**config.mk**
```make
export PLATFORM = sky130hd
export DESIGN_NAME = video_led_sched
export DESIGN_NICKNAME = d
export VERILOG_FILES = /design/src/rtl/video_led_sched.sv
export SDC_FILE = /design/constraint.sdc
export NUM_CORES = 1
export LEC_CHECK = 0
export BUFFER_PORTS_ARGS = -buffer_cell sky130_fd_sc_hd__buf_2
export CAP_MARGIN = 20
export CORE_MARGIN = 5
export CORE_UTILIZATION = 50
export CTS_BUF_LIST = sky130_fd_sc_hd__clkbuf_2
export DETAILED_ROUTE_END_ITERATION = 8
export PLACE_DENSITY = 0.79
export SLEW_MARGIN = 20
export SYNTH_ARGS = -nofsm -noshare
export SYNTH_HDL_FRONTEND = slang
export SYNTH_SLANG_ARGS = --single-unit
export TNS_END_PERCENT = 50
```
**constraint.sdc**
```tcl
create_clock -name CK_i -period 3.3 [get_ports CK_i]
set_input_delay 0.33 -clock CK_i [delete_from_list [all_inputs] [get_ports CK_i]]
set_output_delay 0.33 -clock CK_i [all_outputs]
set_load 0.02 [all_outputs]
```
**src/rtl/video_led_sched.sv**
```systemverilog
// Frame-synchronous LED scheduler: two requesters share an LED shadow through a
// round-robin arbiter; the shadow (with optional blink overlay) is committed on FRAME_i.
module video_led_sched #(
  parameter int C_BLINK_FRAMES = 30,
  parameter int C_LED_N        = 18
) (
  input  logic               CK_i,
  input  logic               XRST_i,
  input  logic               CK_EE_i,
  input  logic               FRAME_i,
  input  logic               HOLD_i,
  input  logic               REQA_i,
  input  logic               REQB_i,
  input  logic [1:0]         OPA_i,
  input  logic [1:0]         OPB_i,
  input  logic [C_LED_N-1:0] DATA_A_i,
  input  logic [C_LED_N-1:0] DATA_B_i,
  output logic               ACKA_o,
  output logic               ACKB_o,
  output logic [C_LED_N-1:0] LEDs_ON_o,
  output logic               PEND_o,
  output logic               BLINK_PH_o
);

  localparam logic [1:0] OP_LOAD  = 2'd0;
  localparam logic [1:0] OP_SET   = 2'd1;
  localparam logic [1:0] OP_CLR   = 2'd2;
  localparam logic [1:0] OP_BMASK = 2'd3;
  localparam logic [7:0] BCTR_MAX = 8'(C_BLINK_FRAMES - 1);

  logic [C_LED_N-1:0] shadow_q, shadow_d;
  logic [C_LED_N-1:0] bmask_q, bmask_d;
  logic [C_LED_N-1:0] csh_q, csh_d;
  logic [C_LED_N-1:0] cbm_q, cbm_d;
  logic [C_LED_N-1:0] leds_q, leds_d;
  logic [7:0]         bctr_q, bctr_d;
  logic               bph_q, bph_d;
  logic               last_rr_q, last_rr_d;
  logic               acka_q, acka_d;
  logic               ackb_q, ackb_d;
  logic               pend_q, pend_d;

  logic               elig_a, elig_b, gnt_a, gnt_b, commit;
  logic [1:0]         op_sel;
  logic [C_LED_N-1:0] data_sel;

  always_comb begin
    // A requester whose ACK is showing cannot be granted again this cycle.
    elig_a   = REQA_i & ~acka_q;
    elig_b   = REQB_i & ~ackb_q;
    gnt_a    = elig_a & (~elig_b | last_rr_q);
    gnt_b    = elig_b & (~elig_a | ~last_rr_q);
    op_sel   = gnt_b ? OPB_i : OPA_i;
    data_sel = gnt_b ? DATA_B_i : DATA_A_i;

    acka_d    = gnt_a;
    ackb_d    = gnt_b;
    shadow_d  = shadow_q;
    bmask_d   = bmask_q;
    last_rr_d = last_rr_q;
    if (gnt_a | gnt_b) begin
      last_rr_d = gnt_b;
      case (op_sel)
        OP_LOAD:  shadow_d = data_sel;
        OP_SET:   shadow_d = shadow_q | data_sel;
        OP_CLR:   shadow_d = shadow_q & ~data_sel;
        OP_BMASK: bmask_d  = data_sel;
        default:  shadow_d = shadow_q;
      endcase
    end

    bctr_d = bctr_q;
    bph_d  = bph_q;
    if (FRAME_i) begin
      if (bctr_q == BCTR_MAX) begin
        bctr_d = 8'd0;
        bph_d  = ~bph_q;
      end else begin
        bctr_d = bctr_q + 8'd1;
      end
    end

    // Commit samples the pre-edge shadow/mask but the post-pulse blink phase.
    commit = FRAME_i & ~HOLD_i;
    leds_d = leds_q;
    csh_d  = csh_q;
    cbm_d  = cbm_q;
    if (commit) begin
      leds_d = shadow_q ^ (bmask_q & {C_LED_N{bph_d}});
      csh_d  = shadow_q;
      cbm_d  = bmask_q;
    end

    pend_d = (shadow_d != csh_d) | (bmask_d != cbm_d);
  end

  always_ff @(posedge CK_i) begin
    if (!XRST_i) begin
      shadow_q  <= '0;
      bmask_q   <= '0;
      csh_q     <= '0;
      cbm_q     <= '0;
      leds_q    <= '0;
      bctr_q    <= 8'd0;
      bph_q     <= 1'b0;
      last_rr_q <= 1'b1;
      acka_q    <= 1'b0;
      ackb_q    <= 1'b0;
      pend_q    <= 1'b0;
    end else if (CK_EE_i) begin
      shadow_q  <= shadow_d;
      bmask_q   <= bmask_d;
      csh_q     <= csh_d;
      cbm_q     <= cbm_d;
      leds_q    <= leds_d;
      bctr_q    <= bctr_d;
      bph_q     <= bph_d;
      last_rr_q <= last_rr_d;
      acka_q    <= acka_d;
      ackb_q    <= ackb_d;
      pend_q    <= pend_d;
    end
  end

  assign ACKA_o     = acka_q;
  assign ACKB_o     = ackb_q;
  assign LEDs_ON_o  = leds_q;
  assign PEND_o     = pend_q;
  assign BLINK_PH_o = bph_q;

endmodule
```
==> results.py, run 1 <==
metrics = {
    "status": {
        "status": "finished clean",
    },
    "power": {
        "ir_worst_vdd_mv": 0.1740,
        "clkPwrFrac_pct": 21.9,
        "internal_power_uw": 1692,
        "switching_share_pct": 37.26,
        "p_per_area_nw_per_um2": 375.2,
        "total_leakage_power_uw": 0.003126,
        "comb_power_share_pct": 26.9,
        "seq_power_share_pct": 51.2,
        "p_sw_uw": 1005,
    },
    "setup_path": {
        "crit_path_start_kind": "flip-flop",
        "cp_max_fo": 14,
        "max_stage_delay_ps": 470,
        "endpoint_kind": "flip-flop",
        "critPathRequiredTime_ps": 3880,
        "critPathArrivalTime_ps": 3560,
        "ff2ff_path_depth": 9,
        "critical_path_class": "flip-flop to flip-flop",
        "crit_family": "compound AO/OA/AOI/OAI gates",
        "path_depth": 9,
        "crit_path_cell_trace": "and2b_2 -> nand2_4 -> buf_4 -> mux2_2 -> a21boi_0 -> a222oi_1 -> nand4_1 -> a2111oi_0 -> a31oi_1",
        "critical_path.n_buffers_inverters": 1,
        "slowest_stage": "a2111oi_0",
    },
    "sta": {
        "slew_headroom_pct": 45.89,
        "hold_violations": 0,
        "tightest_slew_ps": 811.7,
        "slew_viol_final": 0,
        "fin_crit_ps": 2975,
        "finalSetupViolations": 0,
        "max_freq_mhz": 336.1,
        "whs_ps": 88.19,
        "rsz0062_at_grt": "false",
        "fin_setup_tns_ps": 0,
        "skew_ps": 47.41,
        "period_share_pct": 90.15,
    },
    "global_routing": {
        "grt.total_usage_pct": 28.02,
        "antenna_found_initial": 0,
        "first_global_vias": 6104,
        "grt_overflow": 0,
        "grt_max_degree": 65,
        "grt_pass1_wl_um": 34630,
    },
    "cts": {
        "cts-root-buf": "clkbuf_2",
        "path_clk_slew_ps": 320,
        "tritoncts": "yes",
        "cts_buffer_depth": 2,
        "cts_sinks": 103,
        "clock_latency_ps": 670,
        "cts_buffers": 9,
        "htreeDepth": 3,
    },
    "routing": {
        "via_count": 6672,
        "wire_per_inst_um": 21.76,
        "first_pass_iters": 6,
        "first_iter_violations": 891,
        "antenna_left": 0,
        "vias_per_cell": 6.446,
        "drc": 0,
        "wl_um": 22520,
    },
    "floorplan": {
        "core_um2": 12720,
        "ioPinCount": 69,
        "num_rows": 41,
        "fp.dieW_um": 124.3,
        "start_util_pct": 51.33,
        "dieArea_um2": 15450,
        "die_height_um": 124.3,
    },
    "job": {
        "maxCapViolations": 0,
    },
    "synthesis": {
        "synth.net_count": 852,
        "syn-instance-count": 803,
        "yosysSeqAreaShare_pct": 31.58,
        "synth_top_flop_cell": "dfxtp_1",
        "netlist_area_um2": 6530,
        "async_flop_share_pct": 0,
        "ys_ff_latch": 103,
        "avgSynthCellArea_um2": 8.132,
        "synth-edff-count": 0,
        "yosysWarnings": 0,
        "ys_types": 83,
    },
    "layout": {
        "n_antenna_cell": 0,
        "final_common_cell": "nand2_1",
        "layout_common_cells": "nand2_1, dfxtp_1, buf_2, o211a_1, a21boi_0",
        "area_delta_synth_final_pct": 10.06,
        "drive_above_1_share_pct": 17.38,
        "layout.nets": 907,
    },
    "min_path": {
        "worst_hold_path.num_cells": 3,
        "hold_path_class": "input port to flip-flop",
    },
    "place": {
        "place.gp.congestion": 1.015,
        "port_buffers": 68,
        "dp_hpwl_um": 16650,
    },
}
[metrics by stage]
stage | setup WS [ps] | instances | power [µW] | utilization, % | cell area (µm²)
floorplan | 763.7 | 803 | 1845 | - | 6530
global placement | 399.8 | 1019 | 2098 | 55.63 | 7077
detailed placement | 332.4 | 1019 | 2099 | 55.63 | 7077
CTS | 303.1 | 1035 | 2682 | 56.44 | 7181
global route | 85.26 | 1035 | 2803 | 56.49 | 7187
finish | 324.9 | 1035 | 2697 | 56.49 | 7187
[synthesized netlist by cell type, types with 4 or more instances]
cell,number,share of area [%]
and2_1,4,0.38
xor2_1,27,3.6
nand3_1,12,0.92
o31ai_1,5,0.57
nand4_1,7,0.67
o211a_1,44,6.7
nand2_1,167,9.6
a211oi_1,20,2.3
mux2_2,10,1.7
buf_2,8,0.61
nor2b_1,15,1.4
nor3_1,9,0.69
a21oi_1,21,1.6
o22ai_1,9,0.86
a21boi_0,41,4.7
o211ai_1,9,1.0
mux2i_1,26,4.0
o21ai_0,32,2.5
o221a_2,6,1.0
a221oi_1,6,0.80
a22o_1,4,0.54
inv_1,19,1.1
xnor2_1,14,1.9
nor2_1,36,2.1
nor4b_1,9,1.2
nor3b_1,6,0.69
dfxtp_1,103,32
o221ai_1,13,1.7
clkbuf_1,39,2.2
[sequential cells by signal (all words and copies together) (netlist names)]
register,flops
LEDs_ON_o,18
shadow_q,18
last_rr_q,1
bctr_q,8
bmask_q,18
ACKA_o,1
ACKB_o,1
PEND_o,1
cbm_q,18
BLINK_PH_o,1
csh_q,18
[power by group through the flow]
| stage | clock network, µW | registers [µW] | logic [µW] |
|---|---|---|---|
| 6_report | 592 | 1380 | 725 |
| 5_1_grt | 644 | 1390 | 771 |
| 4_1_cts | 602 | 1380 | 704 |
| 3_5_place_dp | 0 | 1400 | 700 |
| 3_3_place_gp | 0 | 1400 | 700 |
| 2_1_floorplan | 0 | 1390 | 457 |
[area by class of cell]
type,count,area (µm²)
clock buffer,9,45.04
clock inverter,7,58.81
fill,1234,5535
inverter,20,75.07
multi-input combinational,626,4165
sequential,103,2062
tap,172,215.2
timing repair buffer,98,565.5
[layer usage]
metal  part of all wire, %  vias to the layer above  track usage [%]
met5                     0                        -                0
met4                   5.2                        0            13.67
met3                   8.6                       81            6.432
met2                    44                      358            42.05
met1                    43                     3193            37.81
li1                      -                     3040                -
[worst min-delay path: cells and delay by family]
family	cells	cell delay (ps)
buffers and inverters	1	230
and+or+nand+nor	2	200
[logic make-up after synthesis]
kind of cell	synth area share, %
AND/OR/NAND/NOR	21.31
AO/OA/AOI/OAI	30.29
flip-flops	31.58
buffers and inverters	5.001
XOR/XNOR	5.499
multiplexers	5.940
adder cells (fa/ha/maj)	0.3832
[repair_timing]
item	4_1_cts	5_1_grt
setup endpoints to repair	0	1
gates resized for setup	0	1
buffers inserted	0	0
hold buffers	0	0
[final timing paths]
check | from | slack [ps] | endpoint
worst max-delay path | ACKB_o$_SDFFE_PN0P_ | 320 | PEND_o$_SDFFE_PN0P_
worst min-delay path | CK_EE_i | 90 | csh_q[11]$_SDFFE_PN0P_
worst max register to register | ACKB_o$_SDFFE_PN0P_ | 320 | PEND_o$_SDFFE_PN0P_
worst min register to register | csh_q[7]$_SDFFE_PN0P_ | 480 | csh_q[7]$_SDFFE_PN0P_
No activity file was read; power rests on OpenSTA's default activity.
==> inputs of run 2 (changes only) <==
--- a/config.mk
+++ b/config.mk
@@ -5,6 +5,7 @@
 export SDC_FILE = /design/constraint.sdc
 export NUM_CORES = 1
 export LEC_CHECK = 0
+export ABC_AREA = 1
 export BUFFER_PORTS_ARGS = -buffer_cell sky130_fd_sc_hd__buf_2
 export CAP_MARGIN = 20
 export CORE_MARGIN = 5
==> results.py, run 2 <==
metrics = {
    "cts": {
        "clock_latency_ps": 620,
        "cts_sinks": 103,
        "cts-root-buf": "clkbuf_2",
        "cts_buffer_depth": 2,
        "htreeDepth": 3,
        "cts_buffers": 9,
        "path_clk_slew_ps": 270,
        "post_cts_buffers": 0,
        "cts_resized": 0,
        "tritoncts": "yes",
    },
    "floorplan": {
        "die_height_um": 122.3,
        "fp.dieW_um": 122.3,
        "num_rows": 41,
        "core_um2": 12470,
        "dieArea_um2": 14950,
        "ioPinCount": 69,
        "start_util_pct": 50.55,
    },
    "sta": {
        "tightest_slew_ps": 972.5,
        "fin_setup_tns_ps": 0,
        "fin_crit_ps": 2531,
        "hold_violations": 0,
        "slew_headroom_pct": 35.07,
        "finalSetupViolations": 0,
        "skew_ps": 34.37,
        "rsz0062_at_grt": "false",
        "period_share_pct": 76.70,
        "slew_viol_final": 0,
        "max_freq_mhz": 395.1,
    },
    "place": {
        "dp.cells": 1258,
        "place.gp.congestion": 0.9207,
        "port_buffers": 68,
        "dp_hpwl_um": 12220,
    },
    "synthesis": {
        "netlist_area_um2": 6301,
        "yosys.area_share.simple_pct": 34.73,
        "synth_xor_xnor_area_share_pct": 0.5560,
        "synth_top_flop_cell": "dfxtp_1",
        "synth_area_leaders": "dfxtp_1, nand2_1, inv_1",
        "ys_ff_latch": 103,
        "synth_top_family_by_area": "simple AND/OR/NAND/NOR gates",
        "yosysMostFrequentCell": "nand2_1",
        "synth_common_cells": "nand2_1, inv_1, o21ai_0, dfxtp_1, nor2_1",
        "avgSynthCellArea_um2": 5.973,
        "ys_types": 33,
        "yosysTopAreaCell": "dfxtp_1",
        "synth-edff-count": 0,
        "synth_compound_area_share_pct": 16.88,
        "synth.top_cell.area_share_pct": 32.72,
        "synthAdderAreaFrac_pct": 0.3971,
        "syn-instance-count": 1055,
        "muxShareOfSynthArea_pct": 0.1589,
        "synth.net_count": 1104,
        "async_flop_share_pct": 0,
        "yosysSeqAreaShare_pct": 32.72,
        "yosysWarnings": 0,
    },
    "layout": {
        "fillers": 1304,
        "layout.nets": 1147,
        "area_delta_synth_final_pct": 8.360,
        "drive_above_1_share_pct": 10.61,
        "layout_common_cells": "nand2_1, inv_1, o21ai_0, dfxtp_1, nor2_1",
        "instances_no_fill": 1276,
        "final_common_cell": "nand2_1",
    },
    "routing": {
        "met3_length_um": 1192,
        "via_count": 6497,
        "wl_um": 17210,
        "wl_met1_um": 7766,
        "first_iter_violations": 541,
        "vias_per_cell": 5.092,
        "antenna_left": 0,
        "wl_met2_um": 7668,
        "wire_per_inst_um": 13.49,
        "dr.max_layer_used": "met4",
        "drc": 0,
        "first_pass_iters": 6,
    },
    "power": {
        "total_leakage_power_uw": 0.003855,
        "ir_worst_vdd_mv": 0.1655,
        "p_per_area_nw_per_um2": 387.8,
    },
    "status": {
        "status": "finished clean",
    },
    "global_routing": {
        "grt.total_usage_pct": 23.87,
        "grt_max_degree": 73,
        "first_global_vias": 5784,
        "grt_pass1_wl_um": 28310,
        "antenna_found_initial": 0,
        "grt_overflow": 0,
    },
    "setup_path": {
        "cp_max_fo": 24,
        "endpoint_kind": "flip-flop",
        "max_stage_delay_ps": 390,
        "critical_path_class": "flip-flop to flip-flop",
        "crit_path_frequent_cell": "nand2_1",
        "crit_path_start_kind": "flip-flop",
        "critPathArrivalTime_ps": 3080,
        "crit_family": "simple AND/OR/NAND/NOR gates",
        "crit_path_cell_trace": "inv_1 -> nand3_2 -> nand2_2 -> nand2_1 -> nand2_1 -> buf_4 -> nand3_4 -> nand2_1 -> nand2_1 -> nand2_1 -> o21ai_0 -> nor2_1 -> nand2_1 -> nor2_1 -> nand2_1 -> nor2_1 -> nor2_1",
        "slowest_stage": "dfxtp_1",
        "critical_path.n_buffers_inverters": 2,
        "critPathRequiredTime_ps": 3850,
    },
    "min_path": {
        "hold_path_class": "input port to flip-flop",
    },
    "job": {
        "maxCapViolations": 0,
    },
}
[run 2: cell count changes after synthesis, sizes merged, moves of 18 or more]
| cell | previous run | this run |
|---|---|---|
| o211a | 44 | 0 |
| mux2i | 26 | 1 |
| a21oi | 22 | 53 |
| nand3b | 2 | 21 |
| nand3 | 12 | 45 |
| o21ai | 32 | 112 |
| inv | 19 | 181 |
| xor2 | 27 | 3 |
| nor2 | 37 | 89 |
| nand2 | 170 | 352 |
| a21boi | 41 | 0 |
| a211oi | 20 | 2 |
[run 2: per-layer routing]
metal / up-vias / track usage (%)
met5: - / 0
met4: 0 / 10.71
li1: 3362 / -
met1: 2882 / 32.08
met2: 220 / 38.17
met3: 33 / 3.410
[run 2: worst paths after layout]
kind,startpoint,to,slack [ps],cells past startpoint
max,ACKA_o$_SDFFE_PN0P_,PEND_o$_SDFFE_PN0P_,770,17
min,CK_EE_i,bctr_q[1]$_SDFFE_PN0P_,140,4
max reg2reg,ACKA_o$_SDFFE_PN0P_,PEND_o$_SDFFE_PN0P_,770,17
min reg2reg,LEDs_ON_o[1]$_SDFFE_PN0P_,LEDs_ON_o[1]$_SDFFE_PN0P_,480,2
[run 2: cell families after synthesis]
| kind of cell | Yosys count |
|---|---|
| muxes | 1 |
| DFF | 103 |
| and+or+nand+nor | 521 |
| adders and majority gates | 2 |
| xor gates and xnor gates | 4 |
| AOI/OAI and AO/OA | 194 |
| buffers and inverters | 230 |
[run 2: cell type report]
type | instances | area, µm² | area share, %
diodes | 1 | 2.502 | 0.03665
clock buffers | 10 | 50.05 | 0.7330
clock inverters | 6 | 37.54 | 0.5498
inverters | 182 | 683.2 | 10.01
multi-input cells | 722 | 3332 | 48.80
flip-flops and latches | 103 | 2062 | 30.20
well taps | 172 | 215.2 | 3.152
repair buffers | 80 | 445.4 | 6.524
[run 2: repair_timing]
| item | 4_1_cts | 5_1_grt |
|---|---|---|
| endpoints found under the setup margin | 0 | 0 |
| hold buffers | 1 | 0 |
| hold endpoints to repair | 1 | 0 |
[run 2: metrics by stage]
| step | hold slack [ps] | util, % | cell area (µm²) | setup slack [ps] | total power (µW) |
|---|---|---|---|---|---|
| 2_1_floorplan | 448.5 | - | 6301 | 1190 | 1937 |
| 3_3_place_gp | 456.4 | 53.97 | 6728 | 826.9 | 2118 |
| 3_5_place_dp | 455.1 | 53.97 | 6728 | 778.8 | 2128 |
| 4_1_cts | 96.59 | 54.75 | 6825 | 793.0 | 2660 |
| 5_1_grt | 119.2 | 54.75 | 6825 | 525.9 | 2832 |
| 6_report | 144.8 | 54.77 | 6828 | 768.8 | 2648 |
[run 2: tightest hold or removal path: cells and delay by family]
family,cells,cell delay [ps]
buf+inv,1,90
simple gates,2,260
compound gates,1,60
[run 2: power breakdown]
part	switching (µW)	internal (µW)
registers	65.4	1320
clock network	431	98.8
logic	484	245
total	980	1670
